===== config.mk =====
export PLATFORM = sky130hd
export DESIGN_NAME = max7219_display_flat
export DESIGN_NICKNAME = d
export VERILOG_FILES = /design/src/rtl/max7219_display_if.sv /design/src/rtl/max7219_display.sv /design/src/flat_wrapper.sv
export SDC_FILE = /design/constraint.sdc
export NUM_CORES = 1
export LEC_CHECK = 0
export ABC_AREA = 1
export BUFFER_PORTS_ARGS = -buffer_cell sky130_fd_sc_hd__buf_2
export CAP_MARGIN = 20
export CORE_ASPECT_RATIO = 0.75
export CORE_MARGIN = 1.5
export CORE_UTILIZATION = 30
export DETAILED_ROUTE_END_ITERATION = 8
export SETUP_SLACK_MARGIN = 0.15
export SLEW_MARGIN = 20
export SYNTH_ARGS = -nofsm -noshare
export SYNTH_HDL_FRONTEND = slang
export SYNTH_SLANG_ARGS = --single-unit

===== constraint.sdc =====
create_clock -name clk -period 2.3 [get_ports clk]
set_clock_uncertainty 0.2 [all_clocks]
set_input_delay 0.23 -clock clk [delete_from_list [all_inputs] [get_ports clk]]
set_output_delay 0.23 -clock clk [all_outputs]
set_load 0.05 [all_outputs]

===== src/rtl/max7219_display_if.sv =====
// Serial link to a MAX7219 daisy chain: clock, data and LOAD/CS.
interface max7219_display_if;
    logic spi_clk;
    logic dout;
    logic cs;

    modport master (output spi_clk, output dout, output cs);
    modport slave  (input spi_clk, input dout, input cs);
endinterface


===== src/rtl/max7219_display.sv =====
// Continuously refreshes a chain of MAX7219 chips with a byte frame shown as hex digits.
// Optional macro MAX7219_REINIT_EN: resend the configuration commands before every refresh.
module max7219_display #(
    parameter int NUM_CASCADES = 1,
    parameter int INTENSITY    = 8,
    parameter int CLK_DIV      = 4,
    parameter int GAP_CYCLES   = 1024
) (
    input  logic              clk,
    input  logic              reset,
    input  logic [7:0]        frame [4*NUM_CASCADES],
    max7219_display_if.master spi,
    output logic              stop,
    output logic [10:1]       pin
);
    localparam int NB = 4 * NUM_CASCADES;
    localparam int SW = 16 * NUM_CASCADES;
    localparam int FW = (NB > 1) ? $clog2(NB) : 1;
    localparam int DW = $clog2(2 * CLK_DIV + 1);
    localparam int BW = $clog2(SW + 1);
    localparam int GW = $clog2(GAP_CYCLES + 1);
    localparam logic [DW-1:0] DIV_LAST  = DW'(CLK_DIV - 1);
    localparam logic [DW-1:0] HOLD_LAST = DW'(2 * CLK_DIV - 1);
    localparam logic [BW-1:0] BIT_LAST  = BW'(SW - 1);
    localparam logic [GW-1:0] GAP_LAST  = GW'(GAP_CYCLES - 1);
    localparam logic [3:0]    INTENSITY_NIB = 4'(INTENSITY);

    typedef enum logic [2:0] {
        ST_INIT = 3'd0, ST_LATCH = 3'd1, ST_DIGITS = 3'd2, ST_GAP = 3'd3
    } state_e;
    typedef enum logic [2:0] {
        PH_LOAD = 3'd0, PH_LOW = 3'd1, PH_HIGH = 3'd2, PH_TAIL = 3'd3, PH_HOLD = 3'd4
    } phase_e;

    function automatic logic [7:0] seg7(input logic [3:0] n);
        case (n)
            4'h0: seg7 = 8'h7E;  4'h1: seg7 = 8'h30;  4'h2: seg7 = 8'h6D;  4'h3: seg7 = 8'h79;
            4'h4: seg7 = 8'h33;  4'h5: seg7 = 8'h5B;  4'h6: seg7 = 8'h5F;  4'h7: seg7 = 8'h70;
            4'h8: seg7 = 8'h7F;  4'h9: seg7 = 8'h7B;  4'hA: seg7 = 8'h77;  4'hB: seg7 = 8'h1F;
            4'hC: seg7 = 8'h4E;  4'hD: seg7 = 8'h3D;  4'hE: seg7 = 8'h4F;  4'hF: seg7 = 8'h47;
            default: seg7 = 8'h00;
        endcase
    endfunction

    function automatic logic [15:0] init_word(input logic [2:0] idx);
        case (idx)
            3'd0:    init_word = 16'h0C01;
            3'd1:    init_word = 16'h0900;
            3'd2:    init_word = 16'h0B07;
            3'd3:    init_word = {12'h0A0, INTENSITY_NIB};
            default: init_word = 16'h0F00;
        endcase
    endfunction

    state_e        state_q, state_d;
    phase_e        ph_q, ph_d;
    logic [2:0]    cmd_q, cmd_d;
    logic [2:0]    dig_q, dig_d;
    logic [DW-1:0] div_q, div_d;
    logic [BW-1:0] bit_q, bit_d;
    logic [GW-1:0] gap_q, gap_d;
    logic [SW-1:0] shreg_q, shreg_d;
    logic [7:0]    frame_q [NB];
    logic [7:0]    frame_d [NB];
    logic          spi_clk_q, spi_clk_d, dout_q, dout_d, cs_q, cs_d, stop_q, stop_d;
    logic [10:1]   pin_q, pin_d;
    logic [SW-1:0] load_word_s;
    logic [1:0]    bsel_s;
    logic          xfer_done_s;

    // Digit d (= dig_q+1) reads byte 4k + (7-dig_q)/2; odd dig_q selects the high nibble.
    assign bsel_s = ~dig_q[2:1];

    // Word for the next transaction; chip NUM_CASCADES-1 sits in the MSBs so it shifts out first.
    always_comb begin
        load_word_s = '0;
        for (int k = 0; k < NUM_CASCADES; k++) begin
            if (state_q == ST_INIT) begin
                load_word_s[16*k +: 16] = init_word(cmd_q);
            end else begin
                load_word_s[16*k +: 16] = {4'h0, {1'b0, dig_q} + 4'd1,
                    seg7(dig_q[0] ? frame_q[FW'(4*k) + FW'(bsel_s)][7:4]
                                  : frame_q[FW'(4*k) + FW'(bsel_s)][3:0])};
            end
        end
    end

    // Sequencer and bit engine: next-state and registered-output values.
    always_comb begin
        state_d = state_q;  ph_d = ph_q;  cmd_d = cmd_q;  dig_d = dig_q;
        div_d = div_q;  bit_d = bit_q;  gap_d = gap_q;  shreg_d = shreg_q;
        frame_d = frame_q;
        spi_clk_d = spi_clk_q;  dout_d = dout_q;  cs_d = cs_q;  stop_d = 1'b0;
        xfer_done_s = 1'b0;
        case (state_q)
            ST_INIT, ST_DIGITS: begin
                case (ph_q)
                    PH_LOAD: begin
                        shreg_d = load_word_s;  dout_d = load_word_s[SW-1];
                        cs_d = 1'b0;  spi_clk_d = 1'b0;
                        div_d = '0;  bit_d = '0;  ph_d = PH_LOW;
                    end
                    PH_LOW: begin
                        if (div_q == DIV_LAST) begin
                            div_d = '0;  spi_clk_d = 1'b1;  ph_d = PH_HIGH;
                        end else begin
                            div_d = div_q + DW'(1);
                        end
                    end
                    PH_HIGH: begin
                        if (div_q == DIV_LAST) begin
                            div_d = '0;  spi_clk_d = 1'b0;
                            if (bit_q == BIT_LAST) begin
                                ph_d = PH_TAIL;
                            end else begin
                                shreg_d = shreg_q << 1;  dout_d = shreg_q[SW-2];
                                bit_d = bit_q + BW'(1);  ph_d = PH_LOW;
                            end
                        end else begin
                            div_d = div_q + DW'(1);
                        end
                    end
                    PH_TAIL: begin
                        if (div_q == DIV_LAST) begin
                            div_d = '0;  cs_d = 1'b1;  dout_d = 1'b0;  ph_d = PH_HOLD;
                        end else begin
                            div_d = div_q + DW'(1);
                        end
                    end
                    PH_HOLD: begin
                        if (div_q == HOLD_LAST) begin
                            div_d = '0;  ph_d = PH_LOAD;  xfer_done_s = 1'b1;
                        end else begin
                            div_d = div_q + DW'(1);
                        end
                    end
                    default: ph_d = PH_LOAD;
                endcase
                if (xfer_done_s && state_q == ST_INIT) begin
                    if (cmd_q == 3'd4) begin
                        cmd_d = 3'd0;  state_d = ST_LATCH;
                    end else begin
                        cmd_d = cmd_q + 3'd1;
                    end
                end else if (xfer_done_s) begin
                    if (dig_q == 3'd7) begin
                        dig_d = 3'd0;  gap_d = '0;  stop_d = 1'b1;  state_d = ST_GAP;
                    end else begin
                        dig_d = dig_q + 3'd1;
                    end
                end else begin
                    cmd_d = cmd_q;
                end
            end
            ST_LATCH: begin
                frame_d = frame;  dig_d = 3'd0;  ph_d = PH_LOAD;  state_d = ST_DIGITS;
            end
            ST_GAP: begin
                if (gap_q == GAP_LAST) begin
                    gap_d = '0;
`ifdef MAX7219_REINIT_EN
                    state_d = ST_INIT;
`else
                    state_d = ST_LATCH;
`endif
                end else begin
                    gap_d = gap_q + GW'(1);
                end
            end
            default: state_d = ST_INIT;
        endcase
        pin_d = {dig_d, state_d, stop_d, cs_d, dout_d, spi_clk_d};
    end

    // State and output registers; reset also aborts any transaction in flight.
    always_ff @(posedge clk or negedge reset) begin
        if (!reset) begin
            state_q <= ST_INIT;  ph_q <= PH_LOAD;  cmd_q <= 3'd0;  dig_q <= 3'd0;
            div_q <= '0;  bit_q <= '0;  gap_q <= '0;  shreg_q <= '0;
            for (int i = 0; i < NB; i++) frame_q[i] <= 8'h00;
            spi_clk_q <= 1'b0;  dout_q <= 1'b0;  cs_q <= 1'b1;  stop_q <= 1'b0;
            pin_q <= 10'd0;
        end else begin
            state_q <= state_d;  ph_q <= ph_d;  cmd_q <= cmd_d;  dig_q <= dig_d;
            div_q <= div_d;  bit_q <= bit_d;  gap_q <= gap_d;  shreg_q <= shreg_d;
            frame_q <= frame_d;
            spi_clk_q <= spi_clk_d;  dout_q <= dout_d;  cs_q <= cs_d;  stop_q <= stop_d;
            pin_q <= pin_d;
        end
    end

    assign spi.spi_clk = spi_clk_q;
    assign spi.dout    = dout_q;
    assign spi.cs      = cs_q;
    assign stop        = stop_q;
    assign pin         = pin_q;
endmodule


===== src/flat_wrapper.sv =====
// flat-port wrapper written by rule: the top's interface ports become plain ports
module max7219_display_flat 
#(
    parameter int NUM_CASCADES = 1,
    parameter int INTENSITY    = 8,
    parameter int CLK_DIV      = 4,
    parameter int GAP_CYCLES   = 1024
)
  (clk, reset, frame, stop, pin, spi_spi_clk, spi_dout, spi_cs);
  max7219_display_if spi_i ();
  input  logic clk;
  input  logic reset;
  input  logic [7:0] frame[4*NUM_CASCADES];
  output logic stop;
  output logic [10:1] pin;
  output wire logic [$bits(spi_i.spi_clk)-1:0] spi_spi_clk;
  output wire logic [$bits(spi_i.dout)-1:0] spi_dout;
  output wire logic [$bits(spi_i.cs)-1:0] spi_cs;
  assign spi_spi_clk = spi_i.spi_clk;
  assign spi_dout = spi_i.dout;
  assign spi_cs = spi_i.cs;
  max7219_display #(.NUM_CASCADES(NUM_CASCADES), .INTENSITY(INTENSITY), .CLK_DIV(CLK_DIV), .GAP_CYCLES(GAP_CYCLES)) u_core (.clk(clk), .reset(reset), .frame(frame), .spi(spi_i), .stop(stop), .pin(pin));
endmodule

==> qor.csv <==
stage,metric,value,unit
run_status,status,"finished, final reports clean",
floorplanning,Ports,48,
route,vias per cell,4.67,
synth,Synth Instances,513,
setup_path,CP max FO,7,
route,DR WL/cell,12.7,um
route,ANT nets after route,0,
min_path,hold crit path type,in2async,
placement,Post-DP HPWL,7320,um
setup_path,CP cell instances,buf_6 -> a21oi_2 -> o21ai_1 -> nand3_1 -> o21ai_4 -> buf_6 -> ha_1 -> inv_1 -> nand2_1 -> nand3_2 -> nand2_1 -> nand2_1 -> nand2_1 -> nand2_1 -> nand2_1,
clock_tree,Root Driver,clkbuf_16,
placement,GPL Wtd Cong,0.851,
clock_tree,Num CTS Buffers,9,
power_and_ir_drop,Flop pwr share,41.8,%
floorplanning,die span in x,144,um
synth,syn_area_per_cell,8.72,sq um
power_and_ir_drop,Psw,1.40,mW
sta,max frequency,456,MHz
synth,post-synth top area share,46.4,%
grt,global-route wire length before repair,17900,um
sta,unrepaired setup endpoints after global routing,true,
power_and_ir_drop,VDD IR max,0.438,mV
power_and_ir_drop,Design Power,4.40,mW
synth,post-synth top area cell,dfrtp_1,
synth,ys async rst share,100,%
setup_path,critical setup path kind,reg2reg,
power_and_ir_drop,Combinational Power Share,25.5,%
sta,Setup-failing EPs final,0,
synth,top-count cell post-synth,nand2_1,
synth,sequential-to-total area share from yosys stat,47.0,%
job,max_cap viols,0,
sta,worst hold slack,0.147,ns
cells_and_area,Area Overhead vs Synth,30.6,%
floorplanning,Starting Density,30.8,%
grt,GRT Resource Usage Total,14.5,%
cells_and_area,# fillers,1431,
clock_tree,CTS tree,done,
synth,Post-synth EDFFs,0,
setup_path,CP Launch Type,flop,
floorplanning,Die ar.,0.0157,sq mm
route,vias post-DR,3812,
synth,top cells by instance count after synthesis,"nand2_1 (84), dfrtp_1 (83), inv_1 (67)",
cells_and_area,n_diodes,0,
setup_path,critical path arrival,2.22,ns
setup_path,CP most frequent cell,nand2_1,
setup_path,slowest cell on the critical path,dfrtp_2,
floorplanning,Die H,109,um
clock_tree,clock sinks,84,
synth,Netlist Area Pre-Place,0.00447,sq mm
floorplanning,row count,38,
grt,vias in the first global route,3743,
synth,Mapped Nets,565,
sta,Final Hold Viols,0,
clock_tree,Max clock buf depth,2,
route,final wirelength,10400,um
synth,Ys Warns,0,
power_and_ir_drop,internal power,3.01,mW
power_and_ir_drop,clock network fraction of design power,32.7,%
synth,"Distinct cells, synth",46,
setup_path,Worst EP required,2.33,ns
sta,fin crit share,95.3,%
route,DRC viols,0,
cells_and_area,layout cells sized above 1,25.2,%
power_and_ir_drop,P_leak,2.80,nW
grt,initial antenna violation count,0,
power_and_ir_drop,pwr dens,754,mW/mm^2
grt,largest net degree at the start of global routing,45,
clock_tree,worst skew pair latency,0.33,ns
placement,Port Buffers,47,
synth,"flops & latches, synth",84,
grt,GRT Residual Overflow,0,
cells_and_area,NumNets Final,665,
route,Initial DRC Count,175,
floorplanning,Core Region,0.0145,sq mm
clock_tree,# H-tree levels,3,
power_and_ir_drop,Net Sw Frac,31.7,%
synth,Area contributors post-synth,"dfrtp_1 (46%), nand2_1 (7.1%), inv_1 (5.6%)",
synth,"Top FF cell, synth",dfrtp_1,
clock_tree,Clock transition at path regs,0.06,ns
setup_path,delay of the slowest critical-path stage,0.46,ns
setup_path,Worst Setup End Kind,flop,
route,drt pass-1 iters,4,
sta,Final Slew Violations,0,
sta,Final min period,2.19,ns
[worst max-delay path: cells and delay by family (launching register included)]
family          cells  cell delay, ns
simple gates        8            0.53
flops               1            0.46
fa+ha+maj           1            0.20
buf+inv             3            0.35
compound gates      3            0.33
[per-stage QoR]
| step | setup TNS, ns | setup slack, ns | std cells | util, % | instance area (sq um) |
|---|---|---|---|---|---|
| detailed placement | 0 | 0.0386 | 756 | 34.4 | 4980 |
| floorplan | 0 | 0.0594 | 513 | - | 4500 |
| CTS | 0 | 0.150 | 806 | 38.9 | 5640 |
| global route | -0.0624 | -0.0349 | 816 | 40.3 | 5840 |
| finish | 0 | 0.109 | 816 | 40.3 | 5840 |
| global placement | 0 | 0.165 | 756 | 34.4 | 4980 |
[final cells by class]
type                            instances  area [sq um]  area share (%)
Clock inverter                          2          35.0           0.600
Timing Repair Buffer                  103           785            13.4
Tap cell                              200           250            4.28
Clock buffer                           12           256            4.39
Sequential cell                        84          2110            36.0
Multi-Input combinational cell        340          2120            36.3
Inverter                               75           287            4.90
[power groups by stage]
stage | clock network, mW | registers (mW) | logic (mW)
final | 1.44 | 1.84 | 1.12
after global routing | 1.55 | 1.87 | 1.26
after CTS | 1.47 | 1.84 | 1.07
after detailed placement | 0 | 1.86 | 1.01
after global placement | 0 | 1.86 | 1.00
after floorplan | 0 | 1.88 | 0.724
[flip-flops by register name, summed over array words and instances (netlist names), 2 cells and up]
name / count
u_core.frame_q: 32
u_core.shreg_q: 15
u_core.gap_q: 11
u_core.bit_q: 5
u_core.pin: 5
u_core.div_q: 4
u_core.cmd_q: 3
u_core.dig_q: 3
u_core.ph_q: 3
u_core.state_q: 2
[cell families after synthesis]
logic type	after synthesis	share of synthesized area, %
compound gates	99	13.4
xor+xnor	2	0.392
fa+ha+maj	18	5.04
buf+inv	89	8.51
flops	84	47.0
mux	23	5.76
other cells	1	0.0839
simple gates	197	19.8
[layout by cell type, fill, tap and decap left out, types with 3 or more instances in the layout]
| cell type | instances |
|---|---|
| a21oi_2 | 4 |
| nor2_1 | 52 |
| a31oi_1 | 3 |
| nand3_4 | 3 |
| ha_4 | 3 |
| dfrtp_1 | 81 |
| nor3_1 | 5 |
| o21ai_1 | 9 |
| mux2_2 | 22 |
| clkbuf_16 | 9 |
| a22oi_1 | 5 |
| o22ai_1 | 13 |
| nand2_1 | 82 |
| dlygate4sd3_1 | 33 |
| a21oi_1 | 23 |
| nand3_2 | 3 |
| buf_2 | 46 |
| nand3_1 | 30 |
| nor2_2 | 3 |
| buf_4 | 17 |
| inv_2 | 10 |
| ha_1 | 15 |
| nand2_2 | 5 |
| buf_6 | 5 |
| o21ai_0 | 25 |
| inv_1 | 63 |
[layer usage]
layer / vias to the layer above / track usage [%] / routed length [um]
met5: - / 0 / 0
met4: 0 / 3.79 / 129
met3: 12 / 3.38 / 400
met2: 66 / 22.8 / 4670
met1: 1840 / 19.9 / 5160
li1: 1894 / - / -
[timing repair]
| action | in CTS | in global routing |
|---|---|---|
| gates resized for setup | 1 | 33 |
| pin swaps | 1 | 15 |
| endpoints found under the setup margin | 6 | 21 |
| hold buffers | 33 | 0 |
| setup buffers | 3 | 10 |
| endpoints found under the hold margin | 99 | 0 |
[final timing paths]
| path | endpoint | slack [ns] | start | depth (start not counted) |
|---|---|---|---|---|
| min in group clk | u_core.gap_q[4] | 0.30 | u_core.gap_q[4] | 1 |
| min reg2reg | u_core.gap_q[4] | 0.30 | u_core.gap_q[4] | 1 |
| max reg2reg | u_core.shreg_q[1] | 0.11 | u_core.dig_q[1] | 15 |
| min | u_core.frame_q[21] | 0.15 | reset | 2 |
| max | u_core.shreg_q[1] | 0.11 | u_core.dig_q[1] | 15 |
| max in group asynchronous | u_core.spi.cs | 1.15 | reset | 3 |
Note: power is estimated with default switching activity, not from simulation.
